[src/rtl/gray_codec_pipe.sv]
// Registered binary<->Gray converter behind a valid/ready handshake with a 2-entry result buffer,
// plus an independent up/down Gray-code counter.
module gray_codec_pipe #(
    parameter int WIDTH = 4
) (
    input  logic             clk,
    input  logic             rst_n,
    input  logic             in_valid_i,
    output logic             in_ready_o,
    input  logic             in_mode_i,
    input  logic [WIDTH-1:0] in_data_i,
    output logic             out_valid_o,
    input  logic             out_ready_i,
    output logic [WIDTH-1:0] out_data_o,
    input  logic             cnt_en_i,
    input  logic             cnt_up_i,
    input  logic             cnt_clr_i,
    output logic [WIDTH-1:0] cnt_gray_o,
    output logic             cnt_wrap_o
);

    localparam logic [WIDTH-1:0] ONE = {{(WIDTH-1){1'b0}}, 1'b1};

    function automatic logic [WIDTH-1:0] bin2gray(input logic [WIDTH-1:0] b);
        return b ^ (b >> 1);
    endfunction

    function automatic logic [WIDTH-1:0] gray2bin(input logic [WIDTH-1:0] g);
        logic [WIDTH-1:0] b;
        b            = '0;
        b[WIDTH-1]   = g[WIDTH-1];
        for (int i = WIDTH - 2; i >= 0; i--) begin
            b[i] = b[i+1] ^ g[i];
        end
        return b;
    endfunction

    // ---------------------------------------------------------------
    // Converter with 2-entry result buffer (head_q is always the oldest)
    // ---------------------------------------------------------------
    logic [1:0]       occ_q, occ_d;
    logic [WIDTH-1:0] head_q, head_d;
    logic [WIDTH-1:0] tail_q, tail_d;
    logic [WIDTH-1:0] conv_word;
    logic             accept;
    logic             pop;

    assign in_ready_o  = (occ_q != 2'd2);
    assign out_valid_o = (occ_q != 2'd0);
    assign out_data_o  = head_q;

    assign accept    = in_valid_i & in_ready_o;
    assign pop       = out_valid_o & out_ready_i;
    assign conv_word = in_mode_i ? gray2bin(in_data_i) : bin2gray(in_data_i);

    always_comb begin
        occ_d  = occ_q;
        head_d = head_q;
        tail_d = tail_q;
        unique case ({accept, pop})
            2'b10: begin
                if (occ_q == 2'd0) head_d = conv_word;
                else               tail_d = conv_word;
                occ_d = occ_q + 2'd1;
            end
            2'b01: begin
                head_d = tail_q;
                occ_d  = occ_q - 2'd1;
            end
            2'b11: begin
                // Accept with a full buffer cannot happen, so only occupancy 1 reaches here
                // in practice; the occupancy-2 arm keeps ordering correct regardless.
                if (occ_q == 2'd2) begin
                    head_d = tail_q;
                    tail_d = conv_word;
                end else begin
                    head_d = conv_word;
                end
            end
            default: ;
        endcase
    end

    always_ff @(posedge clk or negedge rst_n) begin
        if (!rst_n) begin
            occ_q  <= 2'd0;
            head_q <= '0;
            tail_q <= '0;
        end else begin
            occ_q  <= occ_d;
            head_q <= head_d;
            tail_q <= tail_d;
        end
    end

    // ---------------------------------------------------------------
    // Up/down counter: binary state, Gray output registered from next value
    // ---------------------------------------------------------------
    logic [WIDTH-1:0] cb_q, cb_d;
    logic [WIDTH-1:0] gray_q;
    logic             wrap_q, wrap_d;

    always_comb begin
        cb_d   = cb_q;
        wrap_d = 1'b0;
        if (cnt_clr_i) begin
            cb_d = '0;
        end else if (cnt_en_i) begin
            if (cnt_up_i) begin
                cb_d   = cb_q + ONE;
                wrap_d = &cb_q;
            end else begin
                cb_d   = cb_q - ONE;
                wrap_d = ~|cb_q;
            end
        end
    end

    always_ff @(posedge clk or negedge rst_n) begin
        if (!rst_n) begin
            cb_q   <= '0;
            gray_q <= '0;
            wrap_q <= 1'b0;
        end else begin
            cb_q   <= cb_d;
            gray_q <= bin2gray(cb_d);
            wrap_q <= wrap_d;
        end
    end

    assign cnt_gray_o = gray_q;
    assign cnt_wrap_o = wrap_q;

endmodule

[config.mk]
export PLATFORM = sky130hd
export DESIGN_NAME = gray_codec_pipe
export DESIGN_NICKNAME = d
export VERILOG_FILES = /design/src/rtl/gray_codec_pipe.sv
export SDC_FILE = /design/constraint.sdc
export NUM_CORES = 1
export LEC_CHECK = 0
export BUFFER_PORTS_ARGS = -buffer_cell sky130_fd_sc_hd__buf_2
export CORE_MARGIN = 2
export CORE_UTILIZATION = 52
export CTS_CLUSTER_SIZE = 25
export DETAILED_ROUTE_END_ITERATION = 12
export MAX_ROUTING_LAYER = met4
export PLACE_DENSITY = 0.77
export SYNTH_ARGS = -nofsm -noshare
export SYNTH_HDL_FRONTEND = slang
export SYNTH_SLANG_ARGS = --single-unit
[constraint.sdc]
create_clock -name clk -period 2.4 [get_ports clk]
set_clock_uncertainty 0.05 [all_clocks]
set_input_delay 0.12 -clock clk [delete_from_list [all_inputs] [get_ports clk]]
set_output_delay 0.12 -clock clk [all_outputs]
set_load 0.1 [all_outputs]
== Word level (Yosys, flattened, before mapping) ==
Index checks and enable logic that the tools add are counted.

* Shifts and indexed selects: 0
* Reduce and logical (&&, ||, !) cells: 10
* Add/subtract/negate cells: 4
* Bitwise logic cells: 7
* Eq/ne operators: 8
* $lt $le $gt $ge: 0
* $mul: 0
* Mux-type cells: 14
* Divide/modulo/power cells: 0

{| class="wikitable"
|+ Operators by type and width
! kind !! number
|-
| 2-to-1 mux 4 bit || 8
|-
| case mux 4 bit (3 select lines) || 1
|-
| != test 2 bit (second input constant) || 4
|-
| case mux 4 bit (2 select lines) || 1
|-
| XOR 4 x 3 -> 4 bit || 2
|-
| == test 2 bit (second input constant) || 3
|-
| nonzero test 2 bit || 3
|-
| adder 4 x 1 -> 4 bit (second input constant) || 1
|-
| case mux 2 bit (2 select lines) || 1
|-
| AND reduction 4 bit || 1
|-
| OR reduction 4 bit || 1
|-
| subtractor 4 x 1 -> 4 bit (second input constant) || 1
|-
| 2-to-1 mux 1 bit || 3
|-
| AND reduction 3 bit || 1
|-
| nonzero test 3 bit || 1
|-
| XOR 1 bit || 3
|-
| adder 2 x 1 -> 2 bit (second input constant) || 1
|-
| AND 1 bit || 2
|-
| == test 2 x 1 -> 1 bit (second input constant) || 1
|-
| logical NOT 2 bit || 1
|-
| AND reduction 2 bit || 1
|-
| subtractor 2 x 1 -> 2 bit (second input constant) || 1
|-
| logical NOT 1 bit || 1
|}

* Input port bits: 12
* Latch bits: 0
* Memories: 0
* Output and inout bits: 11
* Bits in registers: 19
* Memory bits (writable): 0
* Memory bits (read-only): 0
* Word-level logic and storage cells: 49

== Depth between registers and ports, before layout ==
Gate-level depths: netlist of the first run.

* Depth after elaboration: 6
* Depth in mapped cells: 10
* Depth with buffers taken out: 9

== Worst setup path after synthesis of the first run ==
Ideal clock, no wire load.

* Path kind: register to register
* Start point: reg occ_q[0]
* End point: reg tail_q[3]
* Setup time: 0.125 ns
* Setup slack: -0.152 ns
* Period minus slack after synthesis: 2.552 ns
* Path buffers: 1
* Stages on the path, launching flop included: 10
* Data required time: 2.225 ns
* Arrival time: 2.377 ns
* Path through: dfrtp_1 clkbuf_2 inv_1 nand2_1 nand2_1 inv_1 ha_1 a21oi_1 o21a_1 mux2_2

* Longest elaborated chain between the ends: 5
* Elaborated cells between the ends (all ways): 13
* Classes of those cells: 6 x eq/ne; 1 x mux; 2 x bitwise; 4 x reduce/logical

{| class="wikitable"
|+ Ends and longest elaborated chain
! element !! RTL line !! text
|-
| from (decl) || 41 || <nowiki>logic [1:0] occ_q, occ_d;</nowiki>
|-
| from (signal assigned) || 86 || <nowiki>occ_q <= 2'd0;</nowiki>
|-
| from (signal assigned) || 90 || <nowiki>occ_q <= occ_d;</nowiki>
|-
| != test 2 bit * || 48 || <nowiki>assign in_ready_o = (occ_q != 2'd2);</nowiki>
|-
| via in_ready_o || 9 || <nowiki>output logic in_ready_o,</nowiki>
|-
| AND 1 bit * || 52 || <nowiki>assign accept = in_valid_i & in_ready_o;</nowiki>
|-
| == test 2 bit || 60 || <nowiki>unique case ({accept, pop})</nowiki>
|-
| != test 2 bit (no source line) / nonzero test 2 bit (equally long branches) || -- ||
|-
| AND reduction 3 bit (no source line) || -- ||
|-
| to (signal assigned) || 92 || <nowiki>tail_q <= tail_d;</nowiki>
|-
| to (decl) || 43 || <nowiki>logic [WIDTH-1:0] tail_q, tail_d;</nowiki>
|}

The timed path passes the listed nets; every way through them passes the cells marked *.
A chain may end at the register's enable or synchronous reset.

== Worst setup path in the final report of the first run ==
* Start point: reg cb_q[0]
* End point: reg gray_q[2], in the netlist cnt_gray_o[2]

* Longest elaborated chain between the ends: 5
* Elaborated cells between the ends (all ways): 6
* Classes of those cells: 2 x add/sub; 3 x mux; 1 x bitwise

{| class="wikitable"
|+ Ends and longest elaborated chain
! element !! RTL line !! text
|-
| from (decl) || 99 || <nowiki>logic [WIDTH-1:0] cb_q, cb_d;</nowiki>
|-
| from (signal assigned) || 121 || <nowiki>cb_q <= '0;</nowiki>
|-
| from (signal assigned) || 125 || <nowiki>cb_q <= cb_d;</nowiki>
|-
| subtractor 4 x 1 -> 4 bit / adder 4 x 1 -> 4 bit (equally long branches) || 113, 110 ||
|-
| 2-to-1 mux 4 bit * || 109 || <nowiki>if (cnt_up_i) begin</nowiki>
|-
| 2-to-1 mux 4 bit * || 108 || <nowiki>end else if (cnt_en_i) begin</nowiki>
|-
| 2-to-1 mux 4 bit * || 106 || <nowiki>if (cnt_clr_i) begin</nowiki>
|-
| XOR 4 x 3 -> 4 bit * || 25 || <nowiki>return b ^ (b >> 1);</nowiki>
|-
| to (signal assigned) || 126 || <nowiki>gray_q <= bin2gray(cb_d);</nowiki>
|-
| to (decl) || 100 || <nowiki>logic [WIDTH-1:0] gray_q;</nowiki>
|}

Mark *: on every way between the ends. The rest lies on a longest branch, timed or not.

==> flow_summary.json, run 1 <==
{
  "fin_crit_sh": 0.8704,
  "io_buffers": 22,
  "r2r_slack_ns": 0.31,
  "finalHoldViolCount": 0,
  "fp.dieH_um": 47.90,
  "cts_sinks": 18,
  "drive_above_1_share": 0.2705,
  "rows": 15,
  "cp.arrival_ns": 2.23,
  "cp_slowest_stage_delay_ns": 0.45,
  "synth.ff_latch_count": 18,
  "synthCells": 97,
  "die_w_um": 47.90,
  "dieArea_mm2": 0.002294,
  "fmax_ghz": 0.4787,
  "grt_max_degree": 19,
  "clkTransAtPathRegs_ns": 0.10,
  "overflow": 0,
  "setup_viol": 0,
  "drcViolationCount": 0,
  "ir_drop_v": 0.0007873,
  "setup_ws_ns": 0.3111,
  "dr.pass1.iters": 4,
  "synth_area_mm2": 0.001002,
  "post_drt_wl_per_cell_um": 12.92,
  "critPathTopFamily": "XOR/XNOR gates",
  "avgSynthCellArea_um2": 10.33,
  "grt_pass1_vias": 777,
  "insertedDiodeCount": 0,
  "initial_core_util": 0.5681,
  "yosysSeqAreaShare": 0.4494,
  "post-dp-hpwl_um": 1529,
  "relSlewSlack": 0.6749,
  "tritoncts": "done",
  "ys_warn_count": 0,
  "cts_buffers": 3,
  "p_per_area_mw_per_mm2": 1353,
  "rsz0062_at_grt": "no",
  "layout_common_cells": "buf_2, dfrtp_1, nor2_1, xnor2_1",
  "design_area_mm2": 0.001182,
  "worstPathRequired_ns": 2.54,
  "startpoint_type": "register",
  "run_status": "finished clean",
  "path_class": "register to register",
  "finalNetCount": 141,
  "cap_violations": 0,
  "place_area_mm2": 0.001126,
  "antenna_found_initial": 0,
  "ys_types": 28,
  "totalWireLength_um": 1899,
  "leakagePower_uw": 0.0005910,
  "core_mm2": 0.001764,
  "dp_slack_ns": 0.2960,
  "tightestPinTransition_ns": 0.4910,
  "cts_buffer_depth": 2,
  "io-pin-count": 23,
  "grtUsageTotal": 0.2175,
  "final_common_cell": "buf_2",
  "avgViaCountPerCell": 5.245,
  "crit_chain": "fa_1 > xnor2_1 > xnor2_1 > xnor2_1 > a21oi_1 > mux2_1",
  "cts_resized": 0,
  "cts_root_buf": "clkbuf_4",
  "critPathCaptureType": "register",
  "cp_max_fo": 5,
  "clock_latency_ns": 0.30,
  "hold_class": "primary input to register",
  "grt_pass1_wl_um": 3298,
  "period_minus_slack_ns": 2.089,
  "syn_nets": 115,
  "gp_congestion": 0.8921,
  "slew_violations": 0,
  "htree_levels": 1,
  "via_count": 771,
  "ant_nets": 0,
  "timing.critical_path.mode_cell": "xnor2_1",
  "slowest_stage": "dfrtp_1",
  "worst-path-buf-inv": 0,
  "tns_ns": 0,
  "area_delta_synth_final_pct": 17.98,
  "drtIter0Drc": 17
}
-- stage by stage --
| step | std cells | hold slack, ns | util | power (uW) |
|---|---|---|---|---|
| after floorplan | 97 | -0.2256 | - | 1272 |
| after global placement | 141 | 0.01199 | 0.6383 | 1392 |
| after detailed placement | 141 | 0.02383 | 0.6383 | 1423 |
| after CTS | 147 | 0.06582 | 0.6702 | 1614 |
| after global routing | 147 | 0.06916 | 0.6702 | 1703 |
| final | 147 | 0.06966 | 0.6702 | 1600 |
-- synth_stat cells --
| library cell | n | share of area |
|---|---|---|
| a211oi_1 | 1 | 0.0075 |
| a21oi_1 | 6 | 0.030 |
| a21oi_2 | 1 | 0.0087 |
| a221oi_1 | 1 | 0.0087 |
| a22oi_1 | 3 | 0.022 |
| a31oi_1 | 1 | 0.0062 |
| and2_1 | 1 | 0.0062 |
| and3_1 | 2 | 0.012 |
| buf_4 | 2 | 0.015 |
| clkbuf_2 | 1 | 0.0050 |
| dfrtp_1 | 18 | 0.45 |
| fa_1 | 1 | 0.020 |
| ha_1 | 5 | 0.062 |
| inv_1 | 6 | 0.022 |
| mux2_1 | 1 | 0.011 |
| mux2_2 | 4 | 0.045 |
| mux2i_1 | 1 | 0.010 |
| nand2_1 | 8 | 0.030 |
| nand3_1 | 1 | 0.0050 |
| nor2_1 | 9 | 0.034 |
| nor2b_1 | 1 | 0.0062 |
| nor3b_1 | 1 | 0.0075 |
| o21a_1 | 1 | 0.0075 |
| o21ai_0 | 4 | 0.020 |
| o21ai_2 | 1 | 0.0087 |
| or4_1 | 1 | 0.0075 |
| xnor2_1 | 8 | 0.070 |
| xor2_1 | 7 | 0.061 |
-- cell families after synthesis --
kind of cell               share of synthesized area
adders and majority gates                    0.08240
AOI/OAI and AO/OA                             0.1199
xor gates and xnor gates                      0.1311
buffers and inverters                        0.04244
muxes                                        0.06616
DFF                                           0.4494
and+or+nand+nor                               0.1086
-- worst paths after layout --
kind | startpoint | cells after the start | endpoint
min in group asynchronous | rst_n | 2 | occ_q[0]
worst max-delay path | cb_q[0] | 6 | cnt_gray_o[2]
worst min-delay path | in_data_i[3] | 2 | tail_q[3]
worst min register to register | out_data_o[0] | 2 | out_data_o[0]
max in group asynchronous | rst_n | 2 | cb_q[0]
worst max register to register | cb_q[0] | 6 | cnt_gray_o[2]
-- layer usage --
layer | global-route usage | routed length [um] | vias to the layer above
met5 | - | 0 | -
met4 | 0.07568 | 41 | 0
met3 | 0.05660 | 88 | 4
met2 | 0.3520 | 968 | 24
met1 | 0.2613 | 800 | 368
li1 | - | - | 375
-- repair_timing --
item,CTS,global route
buffers inserted,0,0
hold buffers,2,0
hold endpoints to repair,19,0
-- layout make-up --
class | instances | area (um2)
fillers | 165 | 581.8
multi-input cells | 70 | 511.7
repair buffers | 24 | 130.1
clock buffers | 4 | 36.28
well taps | 25 | 31.28
flip-flops and latches | 18 | 450.4
inverters | 6 | 22.52
-- power by group --
part	internal (uW)	switching, uW
logic	232	691
clock network	92.6	93.8
registers	409	81.4
-- worst register-to-register path: stages, from the launching register on --
cell and delay [ns]:
dfrtp_1 0.45, fa_1 0.42, xnor2_1 0.26, xnor2_1 0.20
xnor2_1 0.10, a21oi_1 0.18, mux2_1 0.33
-- sequential cells by signal, summed over array words and instances (netlist names) --
name / cells
cb_q: 4
occ_q: 2
cnt_gray_o: 3
tail_q: 4
out_data_o: 4
cnt_wrap_o: 1
No activity file was read; power rests on OpenSTA's default activity.
==> inputs of run 2 (changes only) <==
==> constraint.sdc (replaced) <==
create_clock -name clk -period 2.4 [get_ports clk]
set_clock_uncertainty 0.05 [all_clocks]
set_input_delay 0.48 -clock clk [delete_from_list [all_inputs] [get_ports clk]]
set_output_delay 0.48 -clock clk [all_outputs]
set_load 0.1 [all_outputs]
==> run 2 against run 1 <==
  * Worst hold slack got worse by 0.030 ns
  * Setup slack improved by 0.064 ns
  * Global-route usage is 3.1 points lower
  * Register-to-register slack better by 0.06 ns
  * Sequential power fell by 1%
  * Die area stayed put
  * Critical path depth did not move
  * First-iteration DRC count is 12% lower
  * Critical path type unchanged
  * Largest cell class unchanged
==> flow_summary.json, run 2 (synthesis gave the netlist of run 1 again) <==
{
  "fp.dieH_um": 47.90,
  "r2r-start": "cb_q[0]",
  "hold_buffers": 0,
  "nFillCells": 158,
  "rows": 15,
  "finalHoldViolCount": 0,
  "cts_setup_buffers": 0,
  "leakagePower_uw": 0.0005755,
  "rr_endpoint": "cnt_gray_o[2]",
  "cts_buffer_depth": 2,
  "clock_latency_ns": 0.29,
  "hold_class": "primary input to async pin",
  "ff2ff_path_depth": 6,
  "post_drt_wl_per_cell_um": 12.13,
  "period_minus_slack_ns": 2.025,
  "cp.arrival_ns": 2.16,
  "gp_congestion": 0.9123,
  "tritoncts": "done",
  "drtIter0Drc": 15,
  "area_delta_synth_final_pct": 14.61,
  "cts_root_buf": "clkbuf_4",
  "slew_violations": 0,
  "fin_total_pwr_uw": 1543,
  "cts_resized": 0,
  "p_per_area_mw_per_mm2": 1344,
  "relSlewSlack": 0.6752,
  "rsz0062_at_grt": "no",
  "cts_buffers": 3,
  "tns_ns": 0,
  "cap_violations": 0,
  "die_w_um": 47.90,
  "cp_max_fo": 5,
  "multi_input_area_um2": 511.7,
  "tightestPinTransition_ns": 0.4906,
  "register_area_um2": 450.4,
  "via_count": 744,
  "startpoint_type": "register",
  "drcViolationCount": 0,
  "worstPathRequired_ns": 2.53,
  "ir_drop_v": 0.0007046,
  "fin_crit_sh": 0.8439,
  "antenna_found_initial": 0,
  "post-dp-hpwl_um": 1405,
  "ant_nets": 0,
  "dieArea_mm2": 0.002294,
  "io_buffers": 22,
  "fmax_ghz": 0.4937,
  "grt_pass1_wl_um": 2822,
  "cts_sinks": 18,
  "path_class": "register to register",
  "overflow": 0,
  "r2r_slack_ns": 0.37,
  "grt_pass1_vias": 685,
  "avgViaCountPerCell": 5.167,
  "dr.pass1.iters": 4,
  "run_status": "finished clean",
  "initial_core_util": 0.5681,
  "clkTransAtPathRegs_ns": 0.10,
  "critPathCaptureType": "register",
  "drive_above_1_share": 0.2689,
  "totalWireLength_um": 1747,
  "htree_levels": 1,
  "core_mm2": 0.001764,
  "io-pin-count": 23,
  "final_common_cell": "buf_2",
  "setup_viol": 0,
  "final_util": 0.6511,
  "grt_max_degree": 19,
  "finalNetCount": 139,
  "layout_common_cells": "buf_2, dfrtp_1, nor2_1, xnor2_1",
  "grtUsageTotal": 0.1862,
  "insertedDiodeCount": 0
}
-- run 2: cell count changes in the layout (fill, tap and decap cells not counted), sizes merged --
cell / delta
dlygate4sd3: -2
clkbuf: -1
-- run 2: layer usage --
metal  GRT usage  vias to the layer above  wire length (um)
met4     0.04865                        0                10
li1            -                      376                 -
met1      0.2233                      341               787
met2      0.2933                       24               838
met5           -                        -                 0
met3     0.07170                        3               110
-- run 2: per-stage QoR --
| step | cells | hold WS (ns) | instance area [um2] | worst slack [ns] |
|---|---|---|---|---|
| 2_1_floorplan | 97 | 0.1344 | 1005 | 0.1503 |
| 3_3_place_gp | 141 | 0.3711 | 1126 | 0.1469 |
| 3_5_place_dp | 141 | 0.3752 | 1126 | 0.08190 |
| 4_1_cts | 144 | 0.04663 | 1149 | 0.3611 |
| 5_1_grt | 144 | 0.06312 | 1149 | 0.2416 |
| 6_report | 144 | 0.03991 | 1149 | 0.3746 |
-- run 2: how the worst max path moves through the flow --
stage          startpoint       endpoint
4_1_cts           cb_q[0]  cnt_gray_o[2]
3_5_place_dp     cnt_up_i  cnt_gray_o[2]
6_report          cb_q[0]  cnt_gray_o[2]
2_1_floorplan    occ_q[0]      tail_q[3]
5_1_grt           cb_q[0]  cnt_gray_o[2]
3_3_place_gp     cnt_up_i  cnt_gray_o[2]
-- run 2: critical path, stage by stage, from the launching register on --
cell	delay [ns]
dfrtp_1	0.45
fa_1	0.42
xnor2_1	0.27
xnor2_1	0.17
xnor2_1	0.08
a21oi_1	0.16
mux2_1	0.33
-- run 2: power by group --
part	total, uW	switching, uW	internal, uW	leakage (uW)
logic	917	687	230	0.000338
clock network	142	83.5	58.4	0.0000138
registers	485	75.9	409	0.000224
-- run 2: area by class of cell --
cell class	instances	share of cell area
sequential	18	0.3922
multi-input combinational	70	0.4455
inverter	6	0.01961
tap	25	0.02723
timing repair buffer	22	0.09586
clock buffer	3	0.01961
